===== src/rtl/gpu_instruction_scheduler_pkg.sv =====
// Shared types for the GPU instruction scheduler: operand widths, opcodes,
// FSM state encoding and the packed instruction record held in the FIFO.
package gpu_sched_pkg;

   localparam int WIDTH_BITS   = 10;
   localparam int HEIGHT_BITS  = 9;
   localparam int CHANNEL_BITS = 8;

   localparam logic [3:0] OP_LINE   = 4'b0100;
   localparam logic [3:0] OP_CIRCLE = 4'b0101;

   typedef enum logic [1:0] {
      IDLE        = 2'd0,
      DISPATCH    = 2'd1,
      WAIT_LINE   = 2'd2,
      WAIT_CIRCLE = 2'd3
   } sched_state_e;

   typedef struct packed {
      logic [3:0]              opcode;
      logic [WIDTH_BITS-1:0]   x1;
      logic [HEIGHT_BITS-1:0]  y1;
      logic [WIDTH_BITS-1:0]   x2;
      logic [HEIGHT_BITS-1:0]  y2;
      logic [WIDTH_BITS-1:0]   rad;
      logic [CHANNEL_BITS-1:0] r;
      logic [CHANNEL_BITS-1:0] g;
      logic [CHANNEL_BITS-1:0] b;
   } instr_t;

endpackage


===== src/rtl/gpu_instruction_scheduler_if.sv =====
// Decoder-side instruction push port and raster-engine handshake of the
// scheduler; slave is the scheduler, master is whoever drives it.
interface gpu_sched_if;
   import gpu_sched_pkg::*;

   logic [3:0]              opcode_i;
   logic [WIDTH_BITS-1:0]   x1_i, x2_i, rad_i;
   logic [HEIGHT_BITS-1:0]  y1_i, y2_i;
   logic [CHANNEL_BITS-1:0] r_i, g_i, b_i;
   logic                    push_i;
   logic                    full_o, empty_o, overflow_o, bad_op_o;
   logic                    line_start_o, circle_start_o;
   logic                    line_done_i, circle_done_i;
   logic [WIDTH_BITS-1:0]   x1_o, x2_o, rad_o;
   logic [HEIGHT_BITS-1:0]  y1_o, y2_o;
   logic [CHANNEL_BITS-1:0] r_o, g_o, b_o;
   logic                    busy_o;

   modport slave (
      input  opcode_i, x1_i, y1_i, x2_i, y2_i, rad_i, r_i, g_i, b_i, push_i,
      input  line_done_i, circle_done_i,
      output full_o, empty_o, overflow_o, bad_op_o, line_start_o, circle_start_o,
      output x1_o, y1_o, x2_o, y2_o, rad_o, r_o, g_o, b_o, busy_o
   );

   modport master (
      output opcode_i, x1_i, y1_i, x2_i, y2_i, rad_i, r_i, g_i, b_i, push_i,
      output line_done_i, circle_done_i,
      input  full_o, empty_o, overflow_o, bad_op_o, line_start_o, circle_start_o,
      input  x1_o, y1_o, x2_o, y2_o, rad_o, r_o, g_o, b_o, busy_o
   );

endinterface


===== src/rtl/gpu_instruction_scheduler_fifo.sv =====
// Instruction FIFO: power-of-two ring buffer with wrapping pointers and an
// occupancy counter one bit wider than the pointers.
module gpu_instr_fifo #(
   parameter int  DEPTH = 4,
   parameter type T     = logic [7:0]
) (
   input  logic clk,
   input  logic rst,
   input  logic push_i,
   input  logic pop_i,
   input  T     data_i,
   output T     data_o,
   output logic full_o,
   output logic empty_o
);

   localparam int          PW       = $clog2(DEPTH);
   localparam logic [PW:0] FULL_CNT = (PW+1)'(DEPTH);

   T            mem_q [DEPTH];
   T            mem_d [DEPTH];
   logic [PW-1:0] wr_ptr_q, wr_ptr_d, rd_ptr_q, rd_ptr_d;
   logic [PW:0]   count_q, count_d;
   logic          wr_en, rd_en;

   assign full_o  = (count_q == FULL_CNT);
   assign empty_o = (count_q == '0);
   // Write acceptance looks only at current occupancy, so a same-cycle pop never frees a slot for a push.
   assign wr_en   = push_i && !full_o;
   assign rd_en   = pop_i && !empty_o;
   assign data_o  = mem_q[rd_ptr_q];

   always_comb begin
      mem_d    = mem_q;
      wr_ptr_d = wr_ptr_q;
      rd_ptr_d = rd_ptr_q;
      if (wr_en) begin
         mem_d[wr_ptr_q] = data_i;
         wr_ptr_d        = wr_ptr_q + 1'b1;
      end
      if (rd_en) begin
         rd_ptr_d = rd_ptr_q + 1'b1;
      end
      count_d = count_q + (PW+1)'(wr_en) - (PW+1)'(rd_en);
   end

   always_ff @(posedge clk) begin
      if (rst) begin
         mem_q    <= '{default: '0};
         wr_ptr_q <= '0;
         rd_ptr_q <= '0;
         count_q  <= '0;
      end else begin
         mem_q    <= mem_d;
         wr_ptr_q <= wr_ptr_d;
         rd_ptr_q <= rd_ptr_d;
         count_q  <= count_d;
      end
   end

endmodule


===== src/rtl/gpu_instruction_scheduler.sv =====
// Queues decoded draw instructions and hands them one at a time to the line
// or circle raster engine, waiting for that engine's done pulse.
//
// state       | meaning
// IDLE        | waiting for a queued instruction; pops head into output register
// DISPATCH    | one start pulse (or bad_op) chosen by the opcode
// WAIT_LINE   | line engine busy, waiting for line_done_i
// WAIT_CIRCLE | circle engine busy, waiting for circle_done_i
module gpu_instruction_scheduler
   import gpu_sched_pkg::*;
#(
   parameter int DEPTH = 4
) (
   input  logic         clk,
   input  logic         rst,
   gpu_sched_if.slave   bus
);

   sched_state_e state_q, state_d;
   instr_t       out_q, out_d;
   instr_t       push_instr, head_instr;
   logic         overflow_q, overflow_d;
   logic         pop, fifo_full, fifo_empty;
   logic         line_start, circle_start, bad_op;

   assign push_instr = '{opcode: bus.opcode_i, x1: bus.x1_i, y1: bus.y1_i,
                         x2: bus.x2_i, y2: bus.y2_i, rad: bus.rad_i,
                         r: bus.r_i, g: bus.g_i, b: bus.b_i};

   gpu_instr_fifo #(
      .DEPTH (DEPTH),
      .T     (instr_t)
   ) u_fifo (
      .clk     (clk),
      .rst     (rst),
      .push_i  (bus.push_i),
      .pop_i   (pop),
      .data_i  (push_instr),
      .data_o  (head_instr),
      .full_o  (fifo_full),
      .empty_o (fifo_empty)
   );

   always_ff @(posedge clk) begin
      if (rst) begin
         state_q    <= IDLE;
         out_q      <= '0;
         overflow_q <= 1'b0;
      end else begin
         state_q    <= state_d;
         out_q      <= out_d;
         overflow_q <= overflow_d;
      end
   end

   always_comb begin
      state_d    = state_q;
      out_d      = out_q;
      pop        = 1'b0;
      overflow_d = bus.push_i && fifo_full;
      case (state_q)
         IDLE: begin
            if (!fifo_empty) begin
               pop     = 1'b1;
               out_d   = head_instr;
               state_d = DISPATCH;
            end
         end
         DISPATCH: begin
            if (out_q.opcode == OP_LINE)        state_d = WAIT_LINE;
            else if (out_q.opcode == OP_CIRCLE) state_d = WAIT_CIRCLE;
            else                                state_d = IDLE;
         end
         WAIT_LINE:   if (bus.line_done_i)   state_d = IDLE;
         WAIT_CIRCLE: if (bus.circle_done_i) state_d = IDLE;
         default:     state_d = IDLE;
      endcase
   end

   always_comb begin
      line_start   = 1'b0;
      circle_start = 1'b0;
      bad_op       = 1'b0;
      if (state_q == DISPATCH) begin
         if (out_q.opcode == OP_LINE)        line_start   = 1'b1;
         else if (out_q.opcode == OP_CIRCLE) circle_start = 1'b1;
         else                                bad_op       = 1'b1;
      end
   end

   assign bus.line_start_o   = line_start;
   assign bus.circle_start_o = circle_start;
   assign bus.bad_op_o       = bad_op;
   assign bus.overflow_o     = overflow_q;
   assign bus.full_o         = fifo_full;
   assign bus.empty_o        = fifo_empty;
   assign bus.busy_o         = (state_q != IDLE);
   assign bus.x1_o           = out_q.x1;
   assign bus.y1_o           = out_q.y1;
   assign bus.x2_o           = out_q.x2;
   assign bus.y2_o           = out_q.y2;
   assign bus.rad_o          = out_q.rad;
   assign bus.r_o            = out_q.r;
   assign bus.g_o            = out_q.g;
   assign bus.b_o            = out_q.b;

endmodule

===== src/flat_wrapper.sv =====
// flat-port wrapper written by rule: the top's interface ports become plain ports
module gpu_instruction_scheduler_flat import gpu_sched_pkg::*;
#(
   parameter int DEPTH = 4
)
  (clk, rst, bus_opcode_i, bus_x1_i, bus_y1_i, bus_x2_i, bus_y2_i, bus_rad_i, bus_r_i, bus_g_i, bus_b_i, bus_push_i, bus_line_done_i, bus_circle_done_i, bus_full_o, bus_empty_o, bus_overflow_o, bus_bad_op_o, bus_line_start_o, bus_circle_start_o, bus_x1_o, bus_y1_o, bus_x2_o, bus_y2_o, bus_rad_o, bus_r_o, bus_g_o, bus_b_o, bus_busy_o);
  gpu_sched_if bus_i ();
  input  logic clk;
  input  logic rst;
  input wire logic [$bits(bus_i.opcode_i)-1:0] bus_opcode_i;
  input wire logic [$bits(bus_i.x1_i)-1:0] bus_x1_i;
  input wire logic [$bits(bus_i.y1_i)-1:0] bus_y1_i;
  input wire logic [$bits(bus_i.x2_i)-1:0] bus_x2_i;
  input wire logic [$bits(bus_i.y2_i)-1:0] bus_y2_i;
  input wire logic [$bits(bus_i.rad_i)-1:0] bus_rad_i;
  input wire logic [$bits(bus_i.r_i)-1:0] bus_r_i;
  input wire logic [$bits(bus_i.g_i)-1:0] bus_g_i;
  input wire logic [$bits(bus_i.b_i)-1:0] bus_b_i;
  input wire logic [$bits(bus_i.push_i)-1:0] bus_push_i;
  input wire logic [$bits(bus_i.line_done_i)-1:0] bus_line_done_i;
  input wire logic [$bits(bus_i.circle_done_i)-1:0] bus_circle_done_i;
  output wire logic [$bits(bus_i.full_o)-1:0] bus_full_o;
  output wire logic [$bits(bus_i.empty_o)-1:0] bus_empty_o;
  output wire logic [$bits(bus_i.overflow_o)-1:0] bus_overflow_o;
  output wire logic [$bits(bus_i.bad_op_o)-1:0] bus_bad_op_o;
  output wire logic [$bits(bus_i.line_start_o)-1:0] bus_line_start_o;
  output wire logic [$bits(bus_i.circle_start_o)-1:0] bus_circle_start_o;
  output wire logic [$bits(bus_i.x1_o)-1:0] bus_x1_o;
  output wire logic [$bits(bus_i.y1_o)-1:0] bus_y1_o;
  output wire logic [$bits(bus_i.x2_o)-1:0] bus_x2_o;
  output wire logic [$bits(bus_i.y2_o)-1:0] bus_y2_o;
  output wire logic [$bits(bus_i.rad_o)-1:0] bus_rad_o;
  output wire logic [$bits(bus_i.r_o)-1:0] bus_r_o;
  output wire logic [$bits(bus_i.g_o)-1:0] bus_g_o;
  output wire logic [$bits(bus_i.b_o)-1:0] bus_b_o;
  output wire logic [$bits(bus_i.busy_o)-1:0] bus_busy_o;
  assign bus_i.opcode_i = bus_opcode_i;
  assign bus_i.x1_i = bus_x1_i;
  assign bus_i.y1_i = bus_y1_i;
  assign bus_i.x2_i = bus_x2_i;
  assign bus_i.y2_i = bus_y2_i;
  assign bus_i.rad_i = bus_rad_i;
  assign bus_i.r_i = bus_r_i;
  assign bus_i.g_i = bus_g_i;
  assign bus_i.b_i = bus_b_i;
  assign bus_i.push_i = bus_push_i;
  assign bus_i.line_done_i = bus_line_done_i;
  assign bus_i.circle_done_i = bus_circle_done_i;
  assign bus_full_o = bus_i.full_o;
  assign bus_empty_o = bus_i.empty_o;
  assign bus_overflow_o = bus_i.overflow_o;
  assign bus_bad_op_o = bus_i.bad_op_o;
  assign bus_line_start_o = bus_i.line_start_o;
  assign bus_circle_start_o = bus_i.circle_start_o;
  assign bus_x1_o = bus_i.x1_o;
  assign bus_y1_o = bus_i.y1_o;
  assign bus_x2_o = bus_i.x2_o;
  assign bus_y2_o = bus_i.y2_o;
  assign bus_rad_o = bus_i.rad_o;
  assign bus_r_o = bus_i.r_o;
  assign bus_g_o = bus_i.g_o;
  assign bus_b_o = bus_i.b_o;
  assign bus_busy_o = bus_i.busy_o;
  gpu_instruction_scheduler #(.DEPTH(DEPTH)) u_core (.clk(clk), .rst(rst), .bus(bus_i));
endmodule

===== config.mk =====
export PLATFORM = sky130hd
export DESIGN_NAME = gpu_instruction_scheduler_flat
export DESIGN_NICKNAME = d
export VERILOG_FILES = /design/src/rtl/gpu_instruction_scheduler_pkg.sv /design/src/rtl/gpu_instruction_scheduler_if.sv /design/src/rtl/gpu_instruction_scheduler_fifo.sv /design/src/rtl/gpu_instruction_scheduler.sv /design/src/flat_wrapper.sv
export SDC_FILE = /design/constraint.sdc
export NUM_CORES = 1
export LEC_CHECK = 0
export CORE_MARGIN = 5
export CORE_UTILIZATION = 45
export DETAILED_ROUTE_END_ITERATION = 16
export GPL_TIMING_DRIVEN = 0
export PLACE_DENSITY = 0.65
export SETUP_SLACK_MARGIN = 0.1
export SLEW_MARGIN = 5
export SYNTH_ARGS = -nofsm -noshare
export SYNTH_HDL_FRONTEND = slang
export SYNTH_SLANG_ARGS = --single-unit

===== constraint.sdc =====
create_clock -name clk -period 3.2 [get_ports clk]
set_input_delay 0.48 -clock clk [delete_from_list [all_inputs] [get_ports clk]]
set_output_delay 0.48 -clock clk [all_outputs]
set_load 0.05 [all_outputs]

## After elaboration in Yosys (flattened, before gate mapping)

Cells that the tools add are included.

- Output and inout port bits: 79
- Register bits after elaboration: 390
- Logic and storage cells: 102
- Bits of input ports: 81

- Mux-type cells: 22
- Bitwise logic cells: 3
- Add/subtract/negate cells: 4
- Reductions and logical operators: 11
- Order comparisons: 3
- Equality and inequality tests: 9

Operators by type and width:

| cell | number |
|---|---|
| bitwise mux 304 bit | 1 |
| two-way mux 76 bit | 3 |
| binary-select mux 76 bit (select 2 bit) | 1 |
| demux 76 bit (select 2 bit) | 1 |
| two-way mux 1 bit | 10 |
| two-way mux 2 bit | 5 |
| == test 4 x 3 -> 1 bit, second input constant | 2 |
| one-hot mux 2 bit (4 select lines) | 1 |
| >= comparator 3 bit, second input constant | 2 |
| != test 2 bit, second input constant | 3 |
| NOT 2 -> 3 bit | 2 |
| adder 2 x 1 -> 2 bit, second input constant | 2 |
| == test 2 bit, second input constant | 2 |
| logical AND 1 bit | 4 |
| adder 3 x 1 -> 3 bit | 1 |
| == test 3 bit, second input constant | 1 |
| logical NOT 3 bit | 1 |
| < comparator 3 x 1 -> 1 bit, second input constant | 1 |
| AND reduction 3 bit | 1 |
| subtractor 3 x 1 -> 3 bit | 1 |
| == test 2 x 1 -> 1 bit, second input constant | 1 |
| logical NOT 1 bit | 2 |
| logical NOT 2 bit | 1 |
| AND reduction 2 bit | 1 |
| other kinds (2) | 2 |

## Depth between registers and ports, before layout

Gate-level depths: netlist of the first run.

- Depth in word-level cells: 6
- Gate-level depth with buffers: 12
- Depth with buffers taken out: 11

## Hierarchy

A second synthesis of the first run with hierarchy kept.

- Cell total of the unflattened synthesis: 1631
- Area, all modules: 17566.8 µm²

Modules (own cells, without submodules):

| module | area each (µm²) | instances | cells each | seq. area each (µm²) |
|---|---|---|---|---|
| gpu_instr_fifo | 14259.9 | 1 | 1208 | 6226.0 |
| gpu_instruction_scheduler | 3306.9 | 1 | 423 | 1581.5 |

## Worst setup path after synthesis of the first run

Ideal clock, no wire load.

- Path type: reg2reg
- From: register u_core.u_fifo.count_q[1]
- To: register u_core.u_fifo.count_q[2]
- Stages on the path, launching flop included: 12
- Period minus slack after synthesis: 2.618 ns
- Library setup time: 0.078 ns
- Buffers on the path: 0
- Required time: 3.122 ns
- Setup slack: 0.582 ns
- Data arrival time: 2.540 ns
- Cell sequence: dfxtp_1 or3_1 inv_1 nor2_1 ha_1 inv_1 ha_1 inv_1 fa_1 xor2_1 and2_1 nor3_1

- Longest elaborated chain between the ends: 5
- Elaborated cells between the ends (all ways): 10
- Those cells by class: 2 x add/sub; 1 x eq/ne; 2 x mux; 5 x reduce/logical

Ends and longest elaborated chain:

| element | RTL line | source |
|---|---|---|
| start, declared | gpu_instruction_scheduler_fifo.sv:23 | `logic [PW:0] count_q, count_d;` |
| start signal, assigned | gpu_instruction_scheduler_fifo.sv:57 | `count_q <= count_d;` |
| logical NOT 3 bit | gpu_instruction_scheduler_fifo.sv:27 | `assign empty_o = (count_q == '0);` |
| named net bus_empty_o | flat_wrapper.sv:23 | `output wire logic [$bits(bus_i.empty_o)-1:0] bus_empty_o;` |
| two-way mux 1 bit | gpu_instruction_scheduler.sv:63 | `if (!fifo_empty) begin` |
| two-way mux 1 bit | gpu_instruction_scheduler.sv:61 | `case (state_q)` |
| named net u_core.pop | gpu_instruction_scheduler.sv:23 | `logic pop, fifo_full, fifo_empty;` |
| logical AND 1 bit | gpu_instruction_scheduler_fifo.sv:30 | `assign rd_en = pop_i && !empty_o;` |
| subtractor 3 x 1 -> 3 bit | gpu_instruction_scheduler_fifo.sv:44 | `count_d = count_q + (PW+1)'(wr_en) - (PW+1)'(rd_en);` |

The timed path passes the listed nets, and every way through them passes these cells.
A chain may end at the register's enable or synchronous reset.

## Worst setup path in the final report of the first run

- From: register u_core.u_fifo.count_q[1]
- To: output bus_full_o

- Longest elaborated chain between the ends: 1

Ends and longest elaborated chain:

| element | RTL line | source |
|---|---|---|
| == test 3 bit | gpu_instruction_scheduler_fifo.sv:26 | `assign full_o = (count_q == FULL_CNT);` |
| end, declared | flat_wrapper.sv:22 | `output wire logic [$bits(bus_i.full_o)-1:0] bus_full_o;` |

No other way between the ends.

==> results of run 1 <==
[synthesized netlist by cell type]
master	count
dfxtp_1	390
nand2b_1	380
mux2i_1	304
buf_4	80
a22o_1	76
mux4_2	76
clkbuf_1	57
buf_2	36
buf_6	8
inv_1	8
a21oi_1	6
ha_1	6
nor2_1	6
buf_1	4
nand3_1	4
nor2b_1	4
and3_1	3
nand2_1	3
a21o_1	2
nand3_2	2
nor3_1	2
nor3b_1	2
o21ai_0	2
or3_1	2
a311oi_1	1
a31o_2	1
a32oi_1	1
and2_1	1
and3b_1	1
fa_1	1
or3b_1	1
xor2_1	1
[stage by stage]
stage | area (sq um) | hold WS [ps] | util (%)
after floorplan | 17100 | 440.8 | -
after global placement | 19320 | 453.6 | 51.41
after detailed placement | 19320 | 459.2 | 51.41
after CTS | 20670 | 473.7 | 55.00
after global routing | 20670 | 482.4 | 55.00
final | 20670 | 468.9 | 55.00
[worst max-delay path, stage by stage (launching register included)]
cell	delay [ps]
dfxtp_1	350
or3b_1	380
clkbuf_1	140
buf_2	200
inv_1	100
clkdlybuf4s50_1	800
[worst min path at each step]
| stage | cells after the start | endpoint | start |
|---|---|---|---|
| floorplan | 1 | u_core.out_q[74]$_SDFFE_PP0P_ | u_core.out_q[74]$_SDFFE_PP0P_ |
| finish | 2 | u_core.u_fifo.mem_q[219]$_SDFFE_PP0P_ | u_core.u_fifo.mem_q[219]$_SDFFE_PP0P_ |
| global placement | 1 | u_core.out_q[74]$_SDFFE_PP0P_ | u_core.out_q[74]$_SDFFE_PP0P_ |
| detailed placement | 2 | u_core.u_fifo.mem_q[209]$_SDFFE_PP0P_ | u_core.u_fifo.mem_q[209]$_SDFFE_PP0P_ |
| global route | 2 | u_core.u_fifo.mem_q[169]$_SDFFE_PP0P_ | u_core.u_fifo.mem_q[169]$_SDFFE_PP0P_ |
| CTS | 2 | u_core.u_fifo.mem_q[215]$_SDFFE_PP0P_ | u_core.u_fifo.mem_q[215]$_SDFFE_PP0P_ |
[cell families (layout without fill, tap and decap cells)]
| family | Yosys count | in the layout | synth area share, % |
|---|---|---|---|
| XOR/XNOR | 1 | 1 | 0.05123 |
| buffers and inverters | 193 | 426 | 6.608 |
| flip-flops | 390 | 390 | 45.66 |
| AND/OR/NAND/NOR | 411 | 411 | 14.95 |
| multiplexers | 380 | 380 | 27.81 |
| AO/OA/AOI/OAI | 89 | 89 | 4.369 |
| adder cells (fa/ha/maj) | 7 | 7 | 0.5561 |
[layout by cell type, fill, tap and decap left out, drive strengths merged, types with 2 or more instances in the layout]
cell type,count
clkinv,6
o21ai,2
dfxtp,390
clkdlybuf4s50,158
nor2,6
or3,2
a21oi,6
mux4,76
a21o,2
buf,128
nor3,2
inv,8
ha,6
a22o,76
nand2b,380
nand3,6
and3,3
clkbuf,124
nor2b,4
nand2,3
nor3b,2
mux2i,304
[cell type report]
type / instances / area, sq um
tap: 511 / 639.4
inverter: 8 / 30.03
clock inverter: 8 / 67.56
multi-input combinational: 888 / 8162
fill: 3326 / 16910
buffer: 185 / 1100
sequential: 390 / 7807
clock buffer: 67 / 1279
timing repair buffer: 158 / 1582
[flip-flops by register name, indices dropped and copies added, names as in the netlist]
signal and count:
u_core.u_fifo.mem_q 304, u_core.bus.rad_o 10, u_core.bus.x1_o 10, u_core.bus.x2_o 10, u_core.bus.y1_o 9, u_core.bus.y2_o 9, u_core.bus.b_o 8, u_core.bus.g_o 8
u_core.bus.r_o 8, u_core.out_q 4, u_core.u_fifo.count_q 3, u_core.state_q 2, u_core.u_fifo.rd_ptr_q 2, u_core.u_fifo.wr_ptr_q 2, u_core.bus.overflow_o 1
[where the power goes]
group / internal (W) / switching [W]
Sequential: 0.00531 / 0.000239
Clock: 0.00281 / 0.00194
Combinational: 0.00171 / 0.00234
[metal layers]
layer  vias up  share of wire [%]  GRT usage [%]
met5         -                  0              0
met4         0                2.3          5.287
met3        68                4.4          2.913
met2       240                 47          34.35
met1      5587                 46          28.26
li1       5439                  -              -
==> impl_metrics.tcl, run 1 <==
set metrics [dict create \
    clock_latency_ps 530 \
    r2r-start "u_core.u_fifo.count_q[1]$_SDFF_PP0_" \
    avgSynthCellArea_sq_um 11.62 \
    drtPass1Iterations 6 \
    irDropWorstVdd_mv 0.3956 \
    totalWireLength_mm 43.35 \
    path_max_fanout 10 \
    synth_seq_cells 390 \
    clockRootBuffer "clkbuf_16" \
    hp-class "reg -> reg" \
    cts_setup_buffers 0 \
    fin_nets 1762 \
    placed_cells 2140 \
    endpoint_kind "output pin" \
    hold_buffers 0 \
    clock_path_buffers 3 \
    wl_per_cell_microns 19.57 \
    dp_hpwl_mm 29.96 \
    fin_crit_ps 2969 \
    grt_pass1_wl_mm 68.37 \
    gp_congestion 0.8033 \
    setup_viol 0 \
    start_kind "flop" \
    synth_cell_types 32 \
    cts-resized-gates 0 \
    crit_path_start "u_core.u_fifo.count_q[1]$_SDFF_PP0_" \
    io_pins 160 \
    clock-sinks 390 \
    design.core.area_sq_mm 0.03758 \
    grt_pass1_vias 12100 \
    cts_tree "done" \
    grt_antenna_before_repair 1 \
    area.growth.synth_to_final_pct 20.86 \
    die_w_microns 204.9 \
    htreeDepth 2 \
    finalCritPeriodShare_pct 92.78 \
    fin_tns_setup_ps 0 \
    finalPower_w 0.01435 \
    fmax_mhz 336.8 \
    worstRegToRegCells 12 \
    port_buffers 158 \
    yosysTopAreaCellShare_pct 45.66 \
    die_height_microns 204.9 \
    cellPowerDensity_mw_per_mm2 694.3 \
    drc 0 \
    overflow 0 \
    final_max_slew_viol_count 0 \
    cp.required_ps 2720 \
    yosysTopAreaCell "dfxtp_1" \
    grt_max_degree 13 \
    setup_ws_ps 231.1 \
    critPathCapture "bus_full_o" \
    outcome "completed" \
    worst-setup-path-type "reg -> out" \
    routed-via-count 11330 \
    ant_nets 0 \
    synth_cells 1471 \
    maxCapViolCount 0 \
    insertedDiodeCount 0 \
    synth.area.top_cells "dfxtp_1, mux2i_1, nand2b_1" \
    syn_nets 1559 \
    viasPerCell 5.117 \
    first_iter_violations 601 \
    rsz0062_at_grt "no" \
    p_leak_nw 8.837 \
    clock_skew_ps 14.05 \
    start_util_pct 45.50 \
    max-slew-margin-rel_pct 45.06 \
    cts_buffers 43 \
    pre_cts_ws_ps 219.7 \
    rr_endpoint "u_core.u_fifo.count_q[2]$_SDFF_PP0_" \
    rows 71 \
    drive_gt1_share_pct 15.43 \
    grt_usage_pct 20.55 \
    synth-seq-area-share_pct 45.66 \
    final_cells 2215 \
    hold_viol 0 \
    synth_area_sq_mm 0.01710 \
    arrival_ps 2490 \
    reg2reg_slack_ps 620 \
    fp.dieArea_sq_mm 0.04200 \
    yosysWarnings 0 \
    clk_pin_slew_worst_paths_ps 60 \
    worst_pin_slew_ps 824.1 \
]
Note: power is estimated with default switching activity, not from simulation.
==> run 2: changes to the inputs <==
--- a/config.mk
+++ b/config.mk
@@ -5,11 +5,13 @@
 export SDC_FILE = /design/constraint.sdc
 export NUM_CORES = 1
 export LEC_CHECK = 0
+export CELL_PAD_IN_SITES_DETAIL_PLACEMENT = 1
+export CELL_PAD_IN_SITES_GLOBAL_PLACEMENT = 1
 export CORE_MARGIN = 5
 export CORE_UTILIZATION = 45
 export DETAILED_ROUTE_END_ITERATION = 16
 export GPL_TIMING_DRIVEN = 0
-export PLACE_DENSITY = 0.65
+export PLACE_DENSITY_LB_ADDON = 0.1
 export SETUP_SLACK_MARGIN = 0.1
 export SLEW_MARGIN = 5
 export SYNTH_ARGS = -nofsm -noshare
==> run 2 against run 1 <==
Maximum frequency fell by 1.4%. Utilization up 0.14 points. Clock skew decreased by 4.4 ps. Total power is 2.0% higher. Final cell count unchanged. Design area rose by 0.26%. Critical path depth is the same. Via count rose by 2.8%.
==> impl_metrics.tcl, run 2 (synthesis results as in run 1) <==
set metrics [dict create \
    clock_path_buffers 3 \
    p_leak_nw 8.864 \
    path_max_fanout 10 \
    start_util_pct 45.50 \
    wl_per_cell_microns 21.23 \
    fillers 3940 \
    totalWireLength_mm 47.03 \
    layout_commonest_cell "dfxtp_1" \
    max-slew-margin-rel_pct 42.92 \
    drtPass1Iterations 5 \
    clk_pin_slew_worst_paths_ps 60 \
    outcome "completed" \
    fin_crit_ps 3010 \
    insertedDiodeCount 0 \
    pre_cts_ws_ps 167.1 \
    hold_buffers 0 \
    clock_skew_ps 9.609 \
    seq_area_sq_mm 0.007807 \
    drive_gt1_share_pct 15.49 \
    clock_latency_ps 560 \
    cp.required_ps 2720 \
    htreeDepth 2 \
    cts_buffers 44 \
    setup_viol 0 \
    hold_viol 0 \
    area.growth.synth_to_final_pct 21.18 \
    clock-sinks 390 \
    rsz0062_at_grt "no" \
    rows 71 \
    die_w_microns 204.9 \
    endpoint_kind "output pin" \
    grt_max_degree 13 \
    grt_antenna_before_repair 1 \
    grt_pass1_wl_mm 73.74 \
    arrival_ps 2530 \
    viasPerCell 5.262 \
    design.core.area_sq_mm 0.03758 \
    routed-via-count 11660 \
    final_max_slew_viol_count 0 \
    fp.dieArea_sq_mm 0.04200 \
    min_path_cells 2 \
    regMostFlops "u_core.u_fifo.mem_q" \
    worstRegToRegCells 12 \
    irDropWorstVdd_mv 0.4017 \
    fin_nets 1763 \
    clockRootBuffer "clkbuf_16" \
    cts_setup_buffers 0 \
    dp_hpwl_mm 32.34 \
    overflow 0 \
    ant_nets 0 \
    largest_register_ff_count 304 \
    port_buffers 158 \
    drc 0 \
    setup_ws_ps 189.6 \
    maxCapViolCount 0 \
    cts_tree "done" \
    io_pins 160 \
    gp_congestion 0.7751 \
    start_kind "flop" \
    finalCritPeriodShare_pct 94.08 \
    worst-setup-path-type "reg -> out" \
    die_height_microns 204.9 \
    first_iter_violations 424 \
    layout_common_cells "dfxtp_1, nand2b_1, mux2i_1" \
    grt_pass1_vias 13050 \
    fmax_mhz 332.2 \
    cellPowerDensity_mw_per_mm2 706.6 \
    cts-resized-gates 0 \
    worst_pin_slew_ps 856.2 \
    grt_usage_pct 22.51 \
    fin_tns_setup_ps 0 \
    hp-class "reg -> reg" \
    multi_input_area_sq_mm 0.008162 \
]
[run 2: critical path, cell delays in order, from the launching register on]
cell             delay [ps]
dfxtp_1                 360
or3b_1                  390
clkbuf_1                140
buf_2                   210
inv_1                    70
clkdlybuf4s50_1         790
[run 2: area by class of cell]
class / instances / share of cell area, %
plain buffers: 185 / 5.308
well taps: 511 / 3.086
clock inverters: 6 / 0.4046
flip-flops and latches: 390 / 37.68
repair buffers: 158 / 7.633
clock buffers: 69 / 6.353
multi-input cells: 888 / 39.39
inverters: 8 / 0.1449
[run 2: where the power goes]
part / internal (W) / total (W) / switching (W)
Sequential: 0.00531 / 0.00555 / 0.000246
Combinational: 0.00171 / 0.00412 / 0.00241
Clock: 0.00297 / 0.00496 / 0.00200
[run 2: final timing paths]
| check | start | endpoint | slack, ps |
|---|---|---|---|
| worst min-delay path | u_core.u_fifo.mem_q[217]$_SDFFE_PP0P_ | u_core.u_fifo.mem_q[217]$_SDFFE_PP0P_ | 470 |
| worst max-delay path | u_core.u_fifo.count_q[1]$_SDFF_PP0_ | bus_full_o | 190 |
| worst max register to register | u_core.u_fifo.count_q[1]$_SDFF_PP0_ | u_core.u_fifo.count_q[2]$_SDFF_PP0_ | 570 |
| worst min register to register | u_core.u_fifo.mem_q[217]$_SDFFE_PP0P_ | u_core.u_fifo.mem_q[217]$_SDFFE_PP0P_ | 470 |
[run 2: layer usage]
metal  GRT usage (%)  routed length [microns]  vias to the layer above
met4           5.239                      925                        2
met5               0                       14                        -
li1                -                        -                     5444
met3           3.673                     1551                       68
met1           29.30                    21360                     5952
met2           39.44                    23170                      190
[run 2: through the flow]
stage | util, % | std cells | area [sq um] | total power [W] | hold slack (ps)
floorplan | - | 1471 | 17100 | 0.008459 | 440.8
global placement | 51.41 | 2140 | 19320 | 0.009714 | 452.7
detailed placement | 51.41 | 2140 | 19320 | 0.009806 | 460.5
CTS | 55.14 | 2215 | 20720 | 0.01479 | 475.1
global route | 55.14 | 2215 | 20720 | 0.01524 | 492.5
finish | 55.14 | 2215 | 20720 | 0.01464 | 472.1
